### src/rtl/counter_pkg.sv
// Shared types and helpers for the BCD counter control slice:
// FSM state and modulus encodings, and BCD terminal/modulus lookups.
package counter_pkg;

    typedef enum logic [1:0] {
        ST_STOP = 2'd0,
        ST_RUN  = 2'd1,
        ST_HOLD = 2'd2
    } state_t;

    typedef enum logic [1:0] {
        MODE_10  = 2'd0,
        MODE_24  = 2'd1,
        MODE_60  = 2'd2,
        MODE_100 = 2'd3
    } mode_t;

    // Last value shown before the counter wraps to 00.
    function automatic logic [7:0] terminal_bcd(input mode_t m);
        logic [7:0] t;
        unique case (m)
            MODE_10:  t = 8'h09;
            MODE_24:  t = 8'h23;
            MODE_60:  t = 8'h59;
            MODE_100: t = 8'h99;
        endcase
        return t;
    endfunction

    // Modulus in BCD; 100 does not fit two digits, so it is encoded as 00.
    function automatic logic [7:0] modulus_bcd(input mode_t m);
        logic [7:0] r;
        unique case (m)
            MODE_10:  r = 8'h10;
            MODE_24:  r = 8'h24;
            MODE_60:  r = 8'h60;
            MODE_100: r = 8'h00;
        endcase
        return r;
    endfunction

    // Valid BCD compares correctly as plain binary, so >= works digit-wise.
    function automatic logic count_out_of_range(input logic [7:0] count, input mode_t m);
        logic [7:0] lim;
        lim = modulus_bcd(m);
        return (lim != 8'h00) && (count >= lim);
    endfunction

endpackage

### src/rtl/counter_ctrl_if.sv
// Control <-> datapath bundle: count actions and status out, BCD digits back.
interface counter_ctrl_if;

    logic       inc;
    logic       clr;
    logic [1:0] mode;
    logic [1:0] state;
    logic [3:0] cnt_ones;
    logic [3:0] cnt_tens;

    modport master (
        output inc, clr, mode, state,
        input  cnt_ones, cnt_tens
    );

    modport slave (
        input  inc, clr, mode, state,
        output cnt_ones, cnt_tens
    );

endinterface

### src/rtl/btn_debounce.sv
// Pushbutton conditioner: 2-flop synchroniser, stability counter and a
// one-cycle pulse when an active-low press is accepted.
module btn_debounce #(
    parameter int unsigned DEBOUNCE_CYCLES = 200000
) (
    input  logic clk,
    input  logic rst,
    input  logic btn_n,
    output logic press
);

    localparam int unsigned CNT_W = $clog2(DEBOUNCE_CYCLES + 1);
    localparam logic [CNT_W-1:0] CNT_LAST = CNT_W'(DEBOUNCE_CYCLES - 1);

    logic [1:0]       sync_q;
    logic             stable_q;
    logic [CNT_W-1:0] cnt_q;
    logic             press_q;

    // Synchronise, count identical samples that differ from the accepted level, accept on the last one.
    always_ff @(posedge clk) begin
        if (!rst) begin
            sync_q   <= 2'b11;
            stable_q <= 1'b1;
            cnt_q    <= '0;
            press_q  <= 1'b0;
        end else begin
            sync_q  <= {sync_q[0], btn_n};
            press_q <= 1'b0;
            if (sync_q[1] == stable_q) begin
                cnt_q <= '0;
            end else if (cnt_q == CNT_LAST) begin
                stable_q <= sync_q[1];
                cnt_q    <= '0;
                press_q  <= ~sync_q[1];
            end else begin
                cnt_q <= cnt_q + CNT_W'(1);
            end
        end
    end

    assign press = press_q;

endmodule

### src/rtl/counter_ctrl.sv
// Control/sequencing for the two-digit BCD counter: button debounce,
// start/hold/stop FSM, count tick divider and modulus selection.
module counter_ctrl
    import counter_pkg::*;
#(
    parameter int unsigned PERIOD          = 1500000,
    parameter int unsigned DEBOUNCE_CYCLES = 200000,
    parameter int unsigned RESET_MODE      = 3
) (
    input  logic clk,
    input  logic rst,
    input  logic btn_start_n,
    input  logic btn_mode_n,
    input  logic btn_clear_n,
    counter_ctrl_if.master dp
);

    localparam int unsigned      DIV_W    = (PERIOD > 1) ? $clog2(PERIOD) : 1;
    localparam logic [DIV_W-1:0] DIV_LAST = DIV_W'(PERIOD - 1);
    localparam mode_t            RST_MODE = mode_t'(RESET_MODE[1:0]);

    logic start_p, mode_p, clear_p;

    btn_debounce #(.DEBOUNCE_CYCLES(DEBOUNCE_CYCLES)) u_db_start (
        .clk   (clk),
        .rst   (rst),
        .btn_n (btn_start_n),
        .press (start_p)
    );

    btn_debounce #(.DEBOUNCE_CYCLES(DEBOUNCE_CYCLES)) u_db_mode (
        .clk   (clk),
        .rst   (rst),
        .btn_n (btn_mode_n),
        .press (mode_p)
    );

    btn_debounce #(.DEBOUNCE_CYCLES(DEBOUNCE_CYCLES)) u_db_clear (
        .clk   (clk),
        .rst   (rst),
        .btn_n (btn_clear_n),
        .press (clear_p)
    );

    state_t           state_q, state_d;
    mode_t            mode_q, mode_d;
    logic [DIV_W-1:0] div_q, div_d;
    logic             inc_q, inc_d;
    logic             clr_q, clr_d;
    logic             tick;
    logic [7:0]       count;

    assign count = {dp.cnt_tens, dp.cnt_ones};
    assign tick  = (state_q == ST_RUN) && (div_q == DIV_LAST);

    // Register FSM state, modulus, divider and the one-cycle count actions.
    always_ff @(posedge clk) begin
        if (!rst) begin
            state_q <= ST_STOP;
            mode_q  <= RST_MODE;
            div_q   <= '0;
            inc_q   <= 1'b0;
            clr_q   <= 1'b0;
        end else begin
            state_q <= state_d;
            mode_q  <= mode_d;
            div_q   <= div_d;
            inc_q   <= inc_d;
            clr_q   <= clr_d;
        end
    end

    // Resolve coincident events (clear > mode > start > tick) into next state and action.
    always_comb begin
        state_d = state_q;
        mode_d  = mode_q;
        div_d   = '0;
        inc_d   = 1'b0;
        clr_d   = 1'b0;

        if (clear_p) begin
            state_d = ST_STOP;
            clr_d   = 1'b1;
        end else if (mode_p) begin
            mode_d = mode_t'(mode_q + 2'd1);
            clr_d  = count_out_of_range(count, mode_d);
        end else if (start_p) begin
            case (state_q)
                ST_STOP: state_d = ST_RUN;
                ST_RUN:  state_d = ST_HOLD;
                ST_HOLD: state_d = ST_RUN;
                default: state_d = ST_STOP;
            endcase
        end else if (tick) begin
            if (count == terminal_bcd(mode_q)) begin
                clr_d = 1'b1;
            end else begin
                inc_d = 1'b1;
            end
        end

        // Divider idles at 0 outside RUN, which also gives the zero start on each entry.
        if ((state_q == ST_RUN) && (state_d == ST_RUN) && (div_q != DIV_LAST)) begin
            div_d = div_q + DIV_W'(1);
        end
    end

    assign dp.inc   = inc_q;
    assign dp.clr   = clr_q;
    assign dp.mode  = mode_q;
    assign dp.state = state_q;

endmodule
### src/flat_wrapper.sv
// flat-port wrapper written by rule: the top's interface ports become plain ports
module counter_ctrl_flat import counter_pkg::*;
#(
    parameter int unsigned PERIOD          = 1500000,
    parameter int unsigned DEBOUNCE_CYCLES = 200000,
    parameter int unsigned RESET_MODE      = 3
)
  (clk, rst, btn_start_n, btn_mode_n, btn_clear_n, dp_inc, dp_clr, dp_mode, dp_state, dp_cnt_ones, dp_cnt_tens);
  counter_ctrl_if dp_i ();
  input  logic clk;
  input  logic rst;
  input  logic btn_start_n;
  input  logic btn_mode_n;
  input  logic btn_clear_n;
  output wire logic [$bits(dp_i.inc)-1:0] dp_inc;
  output wire logic [$bits(dp_i.clr)-1:0] dp_clr;
  output wire logic [$bits(dp_i.mode)-1:0] dp_mode;
  output wire logic [$bits(dp_i.state)-1:0] dp_state;
  input wire logic [$bits(dp_i.cnt_ones)-1:0] dp_cnt_ones;
  input wire logic [$bits(dp_i.cnt_tens)-1:0] dp_cnt_tens;
  assign dp_inc = dp_i.inc;
  assign dp_clr = dp_i.clr;
  assign dp_mode = dp_i.mode;
  assign dp_state = dp_i.state;
  assign dp_i.cnt_ones = dp_cnt_ones;
  assign dp_i.cnt_tens = dp_cnt_tens;
  counter_ctrl #(.PERIOD(PERIOD), .DEBOUNCE_CYCLES(DEBOUNCE_CYCLES), .RESET_MODE(RESET_MODE)) u_core (.clk(clk), .rst(rst), .btn_start_n(btn_start_n), .btn_mode_n(btn_mode_n), .btn_clear_n(btn_clear_n), .dp(dp_i));
endmodule
### config.mk
export PLATFORM = sky130hd
export DESIGN_NAME = counter_ctrl_flat
export DESIGN_NICKNAME = d
export VERILOG_FILES = /design/src/rtl/counter_pkg.sv /design/src/rtl/counter_ctrl_if.sv /design/src/rtl/btn_debounce.sv /design/src/rtl/counter_ctrl.sv /design/src/flat_wrapper.sv
export SDC_FILE = /design/constraint.sdc
export NUM_CORES = 1
export LEC_CHECK = 0
export ABC_AREA = 1
export CORE_MARGIN = 3
export CORE_UTILIZATION = 53
export CTS_CLUSTER_DIAMETER = 120
export DETAILED_ROUTE_END_ITERATION = 10
export GPL_TIMING_DRIVEN = 0
export PLACE_DENSITY = 0.71
export SLEW_MARGIN = 20
export SYNTH_ARGS = -nofsm -noshare
export SYNTH_HDL_FRONTEND = slang
export SYNTH_HIERARCHICAL = 1
export SYNTH_SLANG_ARGS = --single-unit
### constraint.sdc
create_clock -name clk -period 5.5 [get_ports clk]
set_input_delay 1.1 -clock clk [delete_from_list [all_inputs] [get_ports clk]]
set_output_delay 1.1 -clock clk [all_outputs]
set_load 0.02 [all_outputs]
==> summary.txt, run 1 <==
Floorplan
  • Die width: 102 um
  • Row cnt: 34
  • Full die area: 0.0104 mm2
  • Die Span Y: 102 um
  • Initial core utilization: 55.3%
  • Core ar.: 0.00885 mm2
  • Top Ports: 19

Status
  • Status: finished, final reports clean

Cells and area
  • Fillers: 865
  • Area Overhead vs Synth: 10.2%
  • ANT cells: 0
  • Non-Filler Instances: 855
  • Design area: 0.00540 mm2
  • Share of cells above drive strength 1: 9.10%
  • Layout net count: 769

Place
  • GPL Wtd Cong: 0.897
  • PortBufs: 18
  • Placed Cells: 839
  • Cell area after placement: 0.00521 mm2
  • Dpl ws: 2.62 ns
  • Final HPWL DP: 7.24 mm

Clock network
  • Hold buffer count at CTS: 0
  • Post-CTS setup buffers: 0
  • Post-CTS sizing: 0
  • Clock tree from TritonCTS: yes
  • Root buffer cell: clkbuf_8
  • CTS clk-pin slew, worst paths: 0.10 ns
  • Max Root-Sink Buffers: 2
  • CTS buffer count: 9
  • Clock latency on the worst-skew pair: 0.36 ns
  • CTS Sinks: 93
  • CTS H-tree lvls: 3

Logic synthesis
  • Synthesis Warnings: 6
  • Largest family of logic cells by synthesized area: simple AND/OR/NAND/NOR gates
  • Simple-gate share of the synthesized area: 39.0%
  • Post-synth cell types: 25
  • Syn_area_per_cell: between 6 and 7 um2
  • Synth Area in Compound Gates: approximately 5.4%
  • Post-Syn Area: 0.00490 mm2
  • Post-Syn Nets: 740
  • Sequential fraction of the synthesis area: 38.0%
  • XOR/XNOR Fraction of Synth Area: about 6.3%
  • Synth Register Bits: between 90 and 100
  • Mux share of post-synthesis cell area: 0%
  • Adder-cell area share of the yosys netlist: 3.58%
  • Area share of the leading cell type in the synthesized netlist: 38.0%
  • Area leader, netlist: dfxtp_1
  • Ranking of synthesized cells by area: dfxtp_1 38%, nand2_1 14%, nor2_1 11%, inv_1 6.7%, xor2_1 4.6%
  • Mapped Cells: about 710

Pwr
  • Switching power: 0.000260 W
  • Clock network power share: 37.4%
  • Combinational power share: 2.6%
  • Switching Share: 23.0%
  • Seq pwr share: 60.0%
  • Power density over cell area: 209 mW/mm2
  • Internal: 0.000869 W
  • Pleak: 1.97 nW
  • Worst vdd ir: 0.167 mV

GRT
  • GRT Residual Overflow: 0
  • Number of global-route vias before repair: a little under 4000
  • Largest net degree at the start of global routing: 17
  • First-pass GRT wire length: ~16 mm
  • Initial antenna violation count: 0
  • GR Util All Layers: 19.0%

STA
  • Slack of the critical path: 2.93 ns
  • Sum Neg Setup Slack: 0 ns
  • RSZ-0062 raised after global routing: no
  • Final Max Slew Viols: 0
  • Worst-Margin Slew: 0.449 ns
  • Final Critical Period: between 2 and 3 ns
  • WHS: 0.424 ns
  • Setup-failing EPs final: 0
  • Relative slew slack: about 70%
  • Worst clock skew: 0.0110 ns
  • Period utilisation layout: a little under half
  • FMAX: 389 MHz
  • Hold Vio Cnt, Final: 0

Drt
  • Routed wire length: 9.37 mm
  • DR iter-0 viols: 157
  • WL per Instance: 11.0 um
  • First-pass DRT Iterations: 5
  • Via count: 4221
  • DRC Markers: 0
  • Via density per instance: between 4 and 5
  • Post-DRT Antenna Nets: 0

Run
  • # Max-Cap Violations: 0

Critical path
  • Worst Path Arrival: 1.47 ns
  • Critical path buffer and inverter count: 1
  • Worst Path Max Fanout: 6
  • Crit-path max cell delay: 0.67 ns
  • Worst Setup End Kind: output port
  • Slowest-stage cell, CP: clkdlybuf4s50_1
  • CP delay by family, top: buffers and inverters
  • Crit-path cells: clkdlybuf4s50_1
  • CP Class: flip-flop to output port
  • CP required: 4.40 ns
  • Critical path startpoint category: flip-flop

Min path
  • Min-delay worst type: flip-flop to flip-flop
layout by cell type, fill, tap and decap left out, types with 6 or more instances in the layout:
master / n
nand4_1: 16
nor2_1: 140
dfxtp_1: 93
clkdlybuf4s50_1: 18
clkbuf_8: 10
nand3_1: 42
o21ai_0: 13
xor2_1: 26
a21oi_1: 25
nand3_2: 6
inv_1: 87
or2_2: 9
xnor2_1: 9
nand2_1: 185
ha_1: 14
nor3_1: 6
nand2_2: 7
nor2_2: 13
layer usage:
| metal | vias to the layer above | track usage [%] | wire, um |
|---|---|---|---|
| met3 | 8 | 4.64 | 361 |
| li1 | 2276 | - | - |
| met2 | 60 | 32.6 | 4400 |
| met5 | - | 0 | 0 |
| met1 | 1877 | 24.0 | 4520 |
| met4 | 0 | 4.74 | 90 |
final timing paths:
| check | cells past startpoint | slack (ns) | from | end |
|---|---|---|---|---|
| max reg2reg | 12 | 3.46 | u_core/dp.mode[0]$_SDFFE_PN1P_ | u_core/dp.clr$_SDFF_PN0_ |
| max | 1 | 2.93 | u_core/dp.mode[0]$_SDFFE_PN1P_ | dp_mode[0] |
| min reg2reg | 1 | 0.42 | u_core/u_db_mode/sync_q[0]$_SDFF_PN1_ | u_core/u_db_mode/sync_q[1]$_SDFF_PN1_ |
| min | 1 | 0.42 | u_core/u_db_mode/sync_q[0]$_SDFF_PN1_ | u_core/u_db_mode/sync_q[1]$_SDFF_PN1_ |
stage by stage:
step	utilization, %	power, W
floorplan	-	0.000707
global placement	58.9	0.000721
detailed placement	58.9	0.000723
CTS	61.0	0.00115
global route	61.0	0.00117
finish	61.0	0.00113
synthesized netlist by cell type (all sizes together):
master / instances
nand2: 192
nor2: 156
dfxtp: 93
inv: 89
nand3: 49
xor2: 26
a21oi: 25
nand4: 16
ha: 14
o21ai: 13
or2: 12
nor3: 10
xnor2: 9
buf: 4
o21bai: 3
a2111oi: 1
o211ai: 1
cell families (layout without fill, tap and decap cells):
kind of cell | Yosys count | in the layout
buffers and inverters | 93 | 127
adder cells (fa/ha/maj) | 14 | 14
AND/OR/NAND/NOR | 435 | 435
XOR/XNOR | 35 | 35
AO/OA/AOI/OAI | 43 | 43
flip-flops | 93 | 93
flip-flops by register name, indices dropped and copies added, names as in the netlist:
name and flops:
u_core/dp.clr 1, u_core/u_db_start/press 1, u_core/u_db_mode/press 1, u_core/u_db_start/sync_q 2, u_core/u_db_clear/press 1, u_core/div_q 21, u_core/u_db_clear/sync_q 2, u_core/u_db_start/stable_q 1
u_core/dp.state 2, u_core/u_db_start/cnt_q 18, u_core/dp.inc 1, u_core/u_db_clear/cnt_q 18, u_core/u_db_mode/sync_q 2, u_core/u_db_mode/cnt_q 18, u_core/dp.mode 2, u_core/u_db_clear/stable_q 1
u_core/u_db_mode/stable_q 1
layout make-up:
cell class              instances  area, um2  share of cell area [%]
plain buffers                   4       45.0                   0.835
clock buffers                  10        138                    2.55
clock inverters                 6       45.0                   0.835
inverters                      89        334                    6.19
multi-input cells             527       2660                    49.2
flip-flops and latches         93       1860                    34.5
well taps                     108        135                    2.50
repair buffers                 18        180                    3.34
power groups by stage:
| stage | logic [W] | registers [W] | clock network (W) |
|---|---|---|---|
| finish | 0.0000296 | 0.000677 | 0.000422 |
| global route | 0.0000333 | 0.000678 | 0.000464 |
| CTS | 0.0000297 | 0.000677 | 0.000440 |
| detailed placement | 0.0000296 | 0.000693 | 0 |
| global placement | 0.0000287 | 0.000693 | 0 |
| floorplan | 0.0000147 | 0.000692 | 0 |
(Power assumes the default switching activity.)
==> run 2, diff against run 1 <==
PLACE_DENSITY = 0.74   (was 0.71)
clock period = 2.2 ns   (was 5.5 ns; I/O delays follow)
==> summary.txt, run 2 (synthesis gave the netlist of run 1 again) <==
Drt
  • DRC Markers: 0 (unchanged)
  • Routed wire length: 9.47 mm (+1.0%)
  • DR iter-0 viols: 137 (-13%)
  • Post-DRT Antenna Nets: 0 (unchanged)
  • WL per Instance: 11.1 um (+1.0%)
  • Via count: 4224 (+0.071%)
  • Via density per instance: 4.94 (about the same)
  • First-pass DRT Iterations: 4 (-1)

Critical path
  • Worst r2r src: u_core/dp.mode[0]$_SDFFE_PN1P_
  • Crit-path max cell delay: 0.40 ns (-0.27 ns)
  • Worst Path Max Fanout: 6 (unchanged)
  • Worst Path Arrival: 2.25 ns (+0.78 ns)
  • Slowest-stage cell, CP: dfxtp_4
  • Worst r2r path cells: 12 (unchanged)
  • Setup crit start: u_core/dp.mode[0]$_SDFFE_PN1P_
  • Worst Setup End Kind: flip-flop
  • Reg-to-reg slack, setup: 0.20 ns (-3.26 ns)
  • CP required: 2.46 ns (-1.94 ns)
  • Reg2Reg Capture Point: u_core/dp.clr$_SDFF_PN0_
  • Setup crit end: u_core/dp.clr$_SDFF_PN0_
  • CP delay by family, top: adder cells
  • Critical path startpoint category: flip-flop
  • Number of cells on the critical path: 12 (+11)
  • CP Class: flip-flop to flip-flop
  • Crit-path cells: inv_1 -> ha_4 -> xor2_1 -> ha_1 -> nand2_1 -> inv_1 -> a21oi_1 -> nand2_1 -> nand2_1 -> nand2_1 -> nor2_1 -> nor2_1
  • CP most frequent cell: nand2_1
  • Critical path buffer and inverter count: 2 (+1)

Cells and area
  • Non-Filler Instances: 855 (unchanged)
  • Most common cell after layout, fill and taps aside: nand2_1
  • Flip-flop count of the largest register after layout: 21 (unchanged)
  • Fillers: 845 (-2.3%)
  • Util after Layout: 61.2% (+0.20 points)
  • ANT cells: 0 (unchanged)
  • Layout net count: 769 (unchanged)
  • Commonest non-fill, non-tap cells in the layout: 185 x nand2_1, 140 x nor2_1, 91 x dfxtp_1
  • Biggest register: u_core/div_q
  • Area Overhead vs Synth: 10.5%
  • Share of cells above drive strength 1: 9.37% (+0.27 points)

Floorplan
  • Core ar.: 0.00885 mm2 (unchanged)
  • Die Span Y: 102 um (unchanged)
  • Initial core utilization: 55.3% (unchanged)
  • Die width: 102 um (unchanged)
  • Row cnt: 34 (unchanged)
  • Top Ports: 19 (unchanged)
  • Full die area: 0.0104 mm2 (unchanged)

STA
  • FMAX: 501 MHz
  • Relative slew slack: 70.9% (+1.2 points)
  • Final Critical Period: 2.00 ns
  • Worst clock skew: 0.0118 ns (+0.000759 ns)
  • Final Max Slew Viols: 0 (unchanged)
  • Hold Vio Cnt, Final: 0 (unchanged)
  • Setup-failing EPs final: 0 (unchanged)
  • RSZ-0062 raised after global routing: no
  • Sum Neg Setup Slack: 0 ns (unchanged)
  • Worst-Margin Slew: 0.432 ns (-0.0175 ns)
  • Period utilisation layout: 90.8%

Clock network
  • Post-CTS setup buffers: 0 (unchanged)
  • CTS H-tree lvls: 3 (unchanged)
  • Hold buffer count at CTS: 0 (unchanged)
  • CTS buffer count: 9 (unchanged)
  • Clock tree from TritonCTS: yes
  • Clock latency on the worst-skew pair: 0.36 ns (about the same)
  • CTS Sinks: 93 (unchanged)
  • CTS clk-pin slew, worst paths: 0.09 ns (about the same)
  • Max Root-Sink Buffers: 2 (unchanged)
  • Root buffer cell: clkbuf_8

GRT
  • GR Util All Layers: 20.1% (+1.1 points)
  • GRT Residual Overflow: 0 (unchanged)
  • Number of global-route vias before repair: 4076 (+4.6%)
  • First-pass GRT wire length: 17.0 mm (+4.8%)
  • Initial antenna violation count: 0 (unchanged)
  • Largest net degree at the start of global routing: 17 (unchanged)

Pwr
  • Pleak: 1.97 nW (-0.10%)
  • Power density over cell area: 523 mW/mm2 (+150%)
  • Worst vdd ir: 0.462 mV (+180%)

Place
  • Final HPWL DP: 7.19 mm (-0.73%)
  • Placed Cells: 839 (unchanged)
  • GPL Wtd Cong: 0.891 (-0.69%)
  • PortBufs: 18 (unchanged)

Min path
  • Min-delay worst type: flip-flop to flip-flop

Run
  • # Max-Cap Violations: 0 (unchanged)

Status
  • Status: finished, final reports clean
run 2: changes by cell type in the layout (fill, tap and decap cells not counted):
cell        delta
dfxtp_1        -2
clkbuf_1       +1
clkinv_2       -1
clkinvlp_4     -1
dfxtp_2        +1
dfxtp_4        +1
ha_1           -1
ha_4           +1
inv_6          +1
run 2: repair_timing:
action | 4_1_cts | 5_1_grt
hold endpoints to repair | 0 | 0
gates resized for setup | 0 | 4
setup endpoints to repair | 0 | 1
run 2: where the power goes:
group / leakage, nW / switching, W / internal (W)
Combinational: 1.13 / 0.0000353 / 0.0000374
Clock: 0.0870 / 0.000613 / 0.000454
Sequential: 0.750 / 0.00000416 / 0.00169
Total: 1.97 / 0.000653 / 0.00218
run 2: metal layers:
| layer | vias up | GRT usage [%] | wire length (um) |
|---|---|---|---|
| met5 | - | 0 | 0 |
| met4 | 0 | 6.86 | 127 |
| met3 | 11 | 5.32 | 512 |
| met2 | 81 | 32.6 | 4340 |
| met1 | 1854 | 26.1 | 4490 |
| li1 | 2278 | - | - |
run 2: how the worst min path moves through the flow:
| stage | start | end | cells after the start |
|---|---|---|---|
| floorplan | u_core/u_db_clear/sync_q[0]$_SDFF_PN1_ | u_core/u_db_clear/sync_q[1]$_SDFF_PN1_ | 1 |
| global placement | u_core/u_db_clear/sync_q[0]$_SDFF_PN1_ | u_core/u_db_clear/sync_q[1]$_SDFF_PN1_ | 1 |
| detailed placement | u_core/u_db_mode/sync_q[0]$_SDFF_PN1_ | u_core/u_db_mode/sync_q[1]$_SDFF_PN1_ | 1 |
| CTS | u_core/u_db_mode/sync_q[0]$_SDFF_PN1_ | u_core/u_db_mode/sync_q[1]$_SDFF_PN1_ | 1 |
| global route | u_core/u_db_mode/sync_q[0]$_SDFF_PN1_ | u_core/u_db_mode/sync_q[1]$_SDFF_PN1_ | 1 |
| finish | u_core/u_db_mode/sync_q[0]$_SDFF_PN1_ | u_core/u_db_mode/sync_q[1]$_SDFF_PN1_ | 1 |
run 2: through the flow:
stage	power, W	area (um2)	hold WS, ns	setup WS, ns
after floorplan	0.00177	4900	0.392	0.181
after detailed placement	0.00181	5210	0.402	0.0189
after global placement	0.00180	5210	0.394	0.0963
after CTS	0.00288	5400	0.425	0.00563
after global routing	0.00296	5410	0.437	0.0135
final	0.00283	5410	0.420	0.203
run 2: layout make-up:
class	count	area, um2	share of cell area (%)
clock inverters	5	41.3	0.763
plain buffers	4	45.0	0.832
multi-input cells	527	2670	49.3
well taps	108	135	2.50
repair buffers	18	180	3.33
inverters	89	334	6.17
flip-flops and latches	93	1870	34.5
clock buffers	11	141	2.61
==> run 3, diff against run 2 <==
PLACE_DENSITY = 0.71   (was 0.74)
clock period = 2.3 ns   (was 2.2 ns; I/O delays follow)
==> summary.txt, run 3 (synthesis gave the netlist of run 1 again) <==
GRT
  • Busiest grt layer: met2
  • Met1 Track Usage GR: 24.0% (-2.1 points)
  • Largest net degree at the start of global routing: 17 (unchanged)
  • GRT Residual Overflow: 0 (unchanged)
  • First-pass GRT wire length: 16.3 mm (-4.5%)
  • Grt met2 use: 32.6% (-0.050 points)
  • Initial antenna violation count: 0 (unchanged)
  • Number of global-route vias before repair: 3896 (-4.4%)
  • Met3 Usage GRT: 4.64% (-0.68 points)
  • GR Util All Layers: 19.0% (-1.1 points)

Clock network
  • Root buffer cell: clkbuf_8
  • Post-CTS setup buffers: 0 (unchanged)
  • Clock latency on the worst-skew pair: 0.36 ns (about the same)
  • Clock tree from TritonCTS: yes
  • CTS buffer count: 9 (unchanged)
  • CTS Sinks: 93 (unchanged)
  • Max Root-Sink Buffers: 2 (unchanged)
  • CTS H-tree lvls: 3 (unchanged)
  • CTS clk-pin slew, worst paths: 0.10 ns (about the same)

Cells and area
  • Area Overhead vs Synth: 10.2%
  • Util after Layout: 61.0% (-0.18 points)
  • Flip-flop count of the largest register after layout: 21 (unchanged)
  • ANT cells: 0 (unchanged)
  • Layout net count: 769 (unchanged)
  • Fillers: 865 (+2.4%)
  • Commonest non-fill, non-tap cells in the layout: 185 x nand2_1, 140 x nor2_1, 92 x dfxtp_1
  • Share of cells above drive strength 1: 9.24% (-0.13 points)
  • Biggest register: u_core/div_q
  • Most common cell after layout, fill and taps aside: nand2_1
  • Design area: 0.00540 mm2 (-0.30%)

Critical path
  • CP Class: flip-flop to flip-flop
  • Slowest-stage cell, CP: dfxtp_2
  • Crit-path max cell delay: 0.40 ns (about the same)
  • Worst Path Max Fanout: 6 (unchanged)
  • Worst Path Arrival: 2.19 ns (-0.06 ns)
  • Worst Setup End Kind: flip-flop
  • Crit-path cells: inv_1 -> ha_1 -> xor2_1 -> ha_1 -> nand2_1 -> inv_1 -> a21oi_1 -> nand2_1 -> nand2_1 -> nand2_1 -> nor2_1 -> nor2_1
  • CP required: 2.55 ns (+0.09 ns)
  • CP most frequent cell: nand2_1
  • Worst r2r src: u_core/dp.mode[0]$_SDFFE_PN1P_
  • Critical path buffer and inverter count: 2 (unchanged)
  • CP delay by family, top: adder cells
  • Critical path startpoint category: flip-flop
  • Setup crit start: u_core/dp.mode[0]$_SDFFE_PN1P_

Place
  • PortBufs: 18 (unchanged)
  • Cell area after placement: 0.00521 mm2 (unchanged)
  • Final HPWL DP: 7.24 mm (+0.74%)
  • GPL Wtd Cong: 0.897 (+0.70%)

STA
  • Period utilisation layout: 84.4% (-6.4 points)
  • Setup-failing EPs final: 0 (unchanged)
  • Relative slew slack: 69.7% (-1.2 points)
  • Final Max Slew Viols: 0 (unchanged)
  • WHS: 0.424 ns (+0.00375 ns)
  • Final Critical Period: 1.94 ns (-0.0563 ns)
  • RSZ-0062 raised after global routing: no
  • Hold Vio Cnt, Final: 0 (unchanged)
  • Sum Neg Setup Slack: 0 ns (unchanged)
  • Worst clock skew: 0.0110 ns (-0.000759 ns)
  • Worst-Margin Slew: 0.449 ns (+0.0175 ns)
  • FMAX: 515 MHz (+2.9%)

Floorplan
  • Die Span Y: 102 um (unchanged)
  • Initial core utilization: 55.3% (unchanged)
  • Top Ports: 19 (unchanged)
  • Row cnt: 34 (unchanged)
  • Full die area: 0.0104 mm2 (unchanged)
  • Core ar.: 0.00885 mm2 (unchanged)
  • Die width: 102 um (unchanged)

Pwr
  • Power density over cell area: 500 mW/mm2 (-4.4%)
  • Worst vdd ir: 0.399 mV (-14%)
  • Pleak: 1.97 nW (about the same)

Drt
  • WL per Instance: 11.0 um (-1.0%)
  • Via count: 4221 (-0.071%)
  • Routed wire length: 9.37 mm (-1.0%)
  • First-pass DRT Iterations: 5 (+1)
  • Post-DRT Antenna Nets: 0 (unchanged)
  • DR iter-0 viols: 157 (+15%)
  • DRC Markers: 0 (unchanged)
  • Via density per instance: 4.94 (about the same)

Min path
  • Min-delay worst type: flip-flop to flip-flop
  • Worst hold start: u_core/u_db_mode/sync_q[0]$_SDFF_PN1_

Run
  • # Max-Cap Violations: 0 (unchanged)

Status
  • Status: finished, final reports clean
[run 3: final timing paths]
check / end / slack, ns / depth (start not counted)
worst max-delay path: u_core/dp.clr$_SDFF_PN0_ / 0.36 / 12
worst min-delay path: u_core/u_db_mode/sync_q[1]$_SDFF_PN1_ / 0.42 / 1
worst max register to register: u_core/dp.clr$_SDFF_PN0_ / 0.36 / 12
worst min register to register: u_core/u_db_mode/sync_q[1]$_SDFF_PN1_ / 0.42 / 1
[run 3: final cells by class]
type	instances	area (um2)	share of cell area [%]
multi-input cells	527	2660	49.2
inverters	89	334	6.19
repair buffers	18	180	3.34
plain buffers	4	45.0	0.835
clock buffers	10	138	2.55
clock inverters	6	45.0	0.835
well taps	108	135	2.50
flip-flops and latches	93	1860	34.5
[run 3: timing repair]
action                                 CTS  global route
setup endpoints to repair                0             1
endpoints found under the hold margin    0             0
hold buffers                             0             0
gates resized for setup                  0             1
[run 3: layer usage]
metal	routed length, um	part of all wire, %
met1	4520	48
met2	4400	47
met3	361	3.9
met4	90	0.96
met5	0	0
[run 3: power by group]
group          total [W]  internal (W)  switching [W]
Clock            0.00101      0.000428       0.000582
Combinational  0.0000707     0.0000359      0.0000349
Sequential       0.00162       0.00162     0.00000402
[run 3: through the flow]
stage | setup WS [ns] | std cells | power (W)
6_report | 0.359 | 855 | 0.00270
5_1_grt | 0.103 | 855 | 0.00281
4_1_cts | 0.248 | 855 | 0.00274
3_5_place_dp | 0.0580 | 839 | 0.00173
3_3_place_gp | 0.129 | 839 | 0.00172
2_1_floorplan | 0.281 | 713 | 0.00169
